### config.mk
export PLATFORM = sky130hd
export DESIGN_NAME = neuron_sched
export DESIGN_NICKNAME = d
export VERILOG_FILES = /design/src/rtl/neuron_sched.sv
export SDC_FILE = /design/constraint.sdc
export NUM_CORES = 1
export LEC_CHECK = 0
export CAP_MARGIN = 0
export CORE_MARGIN = 4
export CORE_UTILIZATION = 59
export CTS_BUF_LIST = sky130_fd_sc_hd__clkbuf_4
export CTS_CLUSTER_SIZE = 12
export DETAILED_ROUTE_END_ITERATION = 7
export GPL_ROUTABILITY_DRIVEN = 0
export PLACE_DENSITY = 0.83
export SYNTH_ARGS = -nofsm -noshare
export SYNTH_HDL_FRONTEND = slang
export SYNTH_SLANG_ARGS = --single-unit
### constraint.sdc
create_clock -name clk -period 4.3 [get_ports clk]
set_input_delay 0.43 -clock clk [delete_from_list [all_inputs] [get_ports clk]]
set_output_delay 0.43 -clock clk [all_outputs]
set_load 0.01 [all_outputs]
### src/rtl/neuron_sched.sv
// neuron_sched: time-multiplexes N_NEURON neuron states onto one shared, pipelined neuron datapath.
// Optional per-neuron spike counters (spike_cnt port) are built when NEURON_SCHED_SPIKE_CNT_EN is defined.
module neuron_sched #(
  parameter int N_NEURON = 8,
  parameter int DW = 37,
  parameter logic signed [DW-1:0] V_INIT = DW'(-64'sd545259520)
) (
  input  logic                  clk,
  input  logic                  rst,
  input  logic                  start,
  input  logic [15:0]           num_steps,
  input  logic                  in_valid,
  input  logic [DW-1:0]         in_data,
  output logic                  in_ready,
  output logic                  dp_valid,
  output logic [DW-1:0]         dp_vn,
  output logic [DW-1:0]         dp_wn,
  output logic [DW-1:0]         dp_in,
  input  logic                  dp_ready,
  input  logic                  res_valid,
  input  logic [DW-1:0]         res_vn,
  input  logic [DW-1:0]         res_wn,
  input  logic                  res_spike,
  output logic [N_NEURON-1:0]   spike_vec,
  output logic                  step_done,
  output logic                  busy,
  output logic                  done,
`ifdef NEURON_SCHED_SPIKE_CNT_EN
  output logic [N_NEURON*16-1:0] spike_cnt,
`endif
  output logic [1:0]            dbg_state,
  output logic                  dbg_proto_err
);

  localparam int IW = $clog2(N_NEURON);
  localparam logic [IW-1:0] LAST_IDX = IW'(N_NEURON - 1);

  localparam logic [1:0] S_IDLE     = 2'd0;
  localparam logic [1:0] S_ISSUE    = 2'd1;
  localparam logic [1:0] S_DRAIN    = 2'd2;
  localparam logic [1:0] S_STEP_END = 2'd3;

  logic [1:0]          state;
  logic [IW-1:0]       issue_idx;
  logic [IW-1:0]       wb_idx;
  logic [IW:0]         outstanding;
  logic [15:0]         step_cnt;
  logic [15:0]         steps_q;
  logic [N_NEURON-1:0] work_spk;
  logic [DW-1:0]       vn_mem [N_NEURON];
  logic [DW-1:0]       wn_mem [N_NEURON];
  logic                proto_err;
  logic                issue_fire;
  logic                wb_fire;
  logic                start_ok;
  logic                last_issue;

  // Handshake: a transfer happens on any rising edge where valid & ready are both high.
  // In ISSUE the stimulus and datapath channels are fused: in_ready follows dp_ready and
  // dp_valid follows in_valid, so one edge moves a stimulus word straight into the datapath.
  assign in_ready   = (state == S_ISSUE) & dp_ready;
  assign dp_valid   = (state == S_ISSUE) & in_valid;
  assign dp_vn      = vn_mem[issue_idx];
  assign dp_wn      = wn_mem[issue_idx];
  assign dp_in      = in_data;
  assign busy       = (state != S_IDLE);
  assign issue_fire = dp_valid & dp_ready;
  assign wb_fire    = res_valid & (outstanding != '0);
  assign start_ok   = start & (state == S_IDLE);
  assign last_issue = (issue_idx == LAST_IDX);

  assign dbg_state     = state;
  assign dbg_proto_err = proto_err;

  always_ff @(posedge clk) begin
    if (rst) begin
      state     <= S_IDLE;
      steps_q   <= '0;
      step_cnt  <= '0;
      spike_vec <= '0;
      step_done <= 1'b0;
      done      <= 1'b0;
    end else begin
      step_done <= 1'b0;
      done      <= 1'b0;
      case (state)
        S_IDLE: begin
          if (start) begin
            steps_q  <= num_steps;
            step_cnt <= '0;
            if (num_steps == 16'd0) done  <= 1'b1;
            else                    state <= S_ISSUE;
          end
        end
        S_ISSUE: begin
          if (issue_fire && last_issue) state <= S_DRAIN;
        end
        S_DRAIN: begin
          if (outstanding == '0) state <= S_STEP_END;
        end
        S_STEP_END: begin
          spike_vec <= work_spk;
          step_done <= 1'b1;
          step_cnt  <= step_cnt + 16'd1;
          // widened compare so a 65535-step run cannot wrap
          if (({1'b0, step_cnt} + 17'd1) < {1'b0, steps_q}) begin
            state <= S_ISSUE;
          end else begin
            state <= S_IDLE;
            done  <= 1'b1;
          end
        end
        default: state <= S_IDLE;
      endcase
    end
  end

  always_ff @(posedge clk) begin
    if (rst) begin
      issue_idx   <= '0;
      wb_idx      <= '0;
      outstanding <= '0;
      work_spk    <= '0;
      proto_err   <= 1'b0;
      for (int i = 0; i < N_NEURON; i++) begin
        vn_mem[i] <= V_INIT;
        wn_mem[i] <= '0;
      end
    end else begin
      if (issue_fire) issue_idx <= last_issue ? '0 : issue_idx + 1'b1;
      case ({issue_fire, wb_fire})
        2'b10:   outstanding <= outstanding + 1'b1;
        2'b01:   outstanding <= outstanding - 1'b1;
        default: outstanding <= outstanding;
      endcase
      // a result with nothing in flight is dropped and remembered until reset
      if (res_valid && (outstanding == '0)) proto_err <= 1'b1;
      if (wb_fire) begin
        vn_mem[wb_idx] <= res_vn;
        wn_mem[wb_idx] <= res_wn;
        wb_idx         <= (wb_idx == LAST_IDX) ? '0 : wb_idx + 1'b1;
      end
      if (start_ok || (state == S_STEP_END)) work_spk <= '0;
      else if (wb_fire)                       work_spk[wb_idx] <= res_spike;
    end
  end

`ifdef NEURON_SCHED_SPIKE_CNT_EN
  logic [15:0] cnt_mem [N_NEURON];

  always_ff @(posedge clk) begin
    if (rst || start_ok) begin
      for (int i = 0; i < N_NEURON; i++) cnt_mem[i] <= '0;
    end else if (wb_fire && res_spike && (cnt_mem[wb_idx] != 16'hFFFF)) begin
      cnt_mem[wb_idx] <= cnt_mem[wb_idx] + 16'd1;
    end
  end

  for (genvar g = 0; g < N_NEURON; g++) begin : g_cnt
    assign spike_cnt[g*16 +: 16] = cnt_mem[g];
  end
`endif

endmodule

==> run summary <==
Main synth FF type - edfxtp_1
switching share of power - 0.247
final hold vios - 0
Max FO, Critical Path - 54
Die Area - 54500 um2
synthesized netlist cell count - 1973
io pins - 261
hold slack - 0.0989 ns
Post-synth EDFFs - 592
final core occ - 0.685
clk sink count - 658
total CTS buffers - 164
Routed Antenna Nets - 0
wire length per cell - 22.6 um
setup slack, reg-to-reg - 1.21 ns
Remaining DRCs - 0
Final Slew Violations - 0
peak per-stage delay on the critical path - 0.66 ns
DP Wirelength - 35900 um
status - complete, no violations
sequential fraction of design power - 0.512
internal power - 11000 uW
Register Area - 19100 um2
Hold Path Class - in -> reg
CP endpoint kind - primary output
Final nets - 2369
Area contributors post-synth - edfxtp_1 (59%), mux4_2 (11%), and2_1 (10%)
Yosys cell types - 46
antenna violations before repair - 9
Setup Crit Path Kind - reg -> out
final setup skew - 0.0435 ns
CP Data Arrival Time - 3.50 ns
slew at the pin closest to its max-slew limit - 1.38 ns
RSZ-0062 raised after global routing - false
Power per Cell Area - 424 nW/um2
final setup violation count - 0
Initial Util - 0.597
top-area cell type share of the netlist area - 0.593
Post-Route Setup TNS - 0 ns
Worst-path clk slew - 0.06 ns
GR Overflow Total - 0
worst path required time - 3.87 ns
Slowest-stage cell, CP - dfxtp_4
dominant cell type by area after synthesis - edfxtp_1
CTS Buffer Depth - 3
Tot Pwr - 14600 uW
CTS H-tree depth - 4
clock latency at the later pin of the worst-skew pair - 0.97 ns
Syn Area/Cell - 15.2 um2
sw power - 3600 uW
clock power share - 0.345
dpl ws - 1.24 ns
Routed WL - 67700 um
Tcrit/Tclk final - 0.915
Ys Warns - 0
vias post-DR - 17400
multi-input combinational cell area - 9910 um2
CTS tree - built
crit-path cells - buf_12 > mux4_2 > mux2_2 > clkdlybuf4s50_1
min Tclk post-route - 3.93 ns
Post-Syn Nets - 2135
sequential fraction of the synthesis area - 0.637
highest clock rate - 254 MHz
Rel. slew slack - 0.0695
mapped cell area - 30000 um2
site row count - 82
final setup margin - 0.368 ns
layout cell share with drive strength beyond 1 - 0.227
CTS Root Cell - clkbuf_4
total track usage - 0.254
crit start category - register
routed vias/inst - 5.82
IO Port Bufs - 186
Worst VDD drop - 0.319 mV
Comb pwr share - 0.143
height of the die - 233 um
post_cts resized - 0
area grow syn2layout - 14.6%
1st-iter DRT viols - 1764
die width - 233 um
Fill cells - 3245
vias in the first global route - 18700
max-cap violations - 0
first-pass GRT wire length - 105000 um
leakage - 0.0119 uW
Seq cells post-synth - 658
CORE AREA - 50200 um2
ys async rst share - 0
largest net degree at the start of global routing - 75
Pre-antenna DRT Iters - 5
-- metal layers --
layer | wire, um | vias to the layer above | share of wire | GRT usage
met5 | 35 | - | 0.00052 | 0
met4 | 1340 | 6 | 0.020 | 0.0871
met3 | 5850 | 112 | 0.086 | 0.0735
met2 | 34200 | 778 | 0.50 | 0.421
met1 | 26300 | 8809 | 0.39 | 0.326
li1 | - | 7742 | - | -
-- per-stage QoR --
step / instances / cell area, um2
floorplan: 1973 / 30000
global placement: 2698 / 32200
detailed placement: 2698 / 32200
CTS: 2990 / 34300
global route: 2994 / 34300
finish: 2999 / 34400
-- flip-flops by register name, indices dropped and copies added (netlist names), 4 cells and up, named ones only --
signal       count
step_cnt        16
steps_q         16
work_spk         8
vn_mem         296
outstanding      4
spike_vec        8
wn_mem         296
-- power by group through the flow --
stage | Clock (uW) | Sequential, uW | Combinational (uW)
global route | 5490 | 7490 | 2240
finish | 5030 | 7460 | 2080
floorplan | 0 | 7550 | 1250
global placement | 0 | 7580 | 2040
CTS | 5120 | 7460 | 2100
detailed placement | 0 | 7600 | 2080
-- synth_stat cells, types with 25 or more instances --
cell / instances
a21oi_1: 45
and2_1: 491
buf_4: 37
clkbuf_1: 75
dfxtp_1: 66
edfxtp_1: 592
ha_1: 27
inv_1: 25
mux2_2: 74
mux4_2: 148
nand2_1: 52
nand2b_1: 108
nor2_1: 50
-- repair_timing --
action | CTS | global route
hold buffers | 15 | 0
hold endpoints to repair | 36 | 0
buffers inserted | 0 | 0
-- path summary, 6_finish.rpt --
check                                 from                         to  cells after the start
setup reg to reg  step_cnt[0]$_SDFFE_PP0P_  dbg_state[0]$_SDFFE_PP0P_                     11
setup / recovery                  register                  dp_wn[31]                      4
hold reg to reg   steps_q[15]$_SDFFE_PP0P_   steps_q[15]$_SDFFE_PP0P_                      2
hold / removal                num_steps[0]    steps_q[0]$_SDFFE_PP0P_                      3
-- cells in the final DEF, fill, tap and decap left out, types with 15 or more instances in the layout --
| cell | Yosys | routed |
|---|---|---|
| inv_1 | 25 | 25 |
| clkbuf_4 | 0 | 242 |
| and2_1 | 491 | 491 |
| dlygate4sd3_1 | 0 | 15 |
| nand2b_1 | 108 | 107 |
| clkdlybuf4s50_1 | 0 | 185 |
| nand2_1 | 52 | 52 |
| ha_1 | 27 | 27 |
| clkinv_1 | 0 | 30 |
| dfxtp_1 | 66 | 63 |
| mux2_2 | 74 | 74 |
| nor2_1 | 50 | 50 |
| edfxtp_1 | 592 | 592 |
| buf_4 | 37 | 15 |
| a21oi_1 | 45 | 45 |
| mux4_2 | 148 | 148 |
-- worst max-delay path: cells and delay by family (launching register included) --
family / cells / cell delay, ns
buf+inv: 2 / 0.93
mux: 2 / 0.89
flops: 1 / 0.66
-- logic make-up (layout without fill, tap and decap cells) --
kind of cell               Yosys count  in the layout  share of synthesized area
other                                0              9                          0
and+or+nand+nor                    761            761                      0.151
buffers and inverters              188            533                     0.0346
xor gates and xnor gates            17             17                    0.00497
adders and majority gates           28             28                     0.0119
AOI/OAI and AO/OA                   86             86                     0.0169
DFF                                658            658                      0.637
muxes                              235            235                      0.143
-- final cells by class --
class | count | share of cell area
Timing Repair Buffer | 230 | 0.0698
Tap cell | 672 | 0.0245
Antenna cell | 9 | 0.000655
Inverter | 26 | 0.00291
Multi-Input combinational cell | 1127 | 0.288
Sequential cell | 658 | 0.556
Clock inverter | 35 | 0.00466
Clock buffer | 242 | 0.0529
Power figures use the tool's default switching activity.
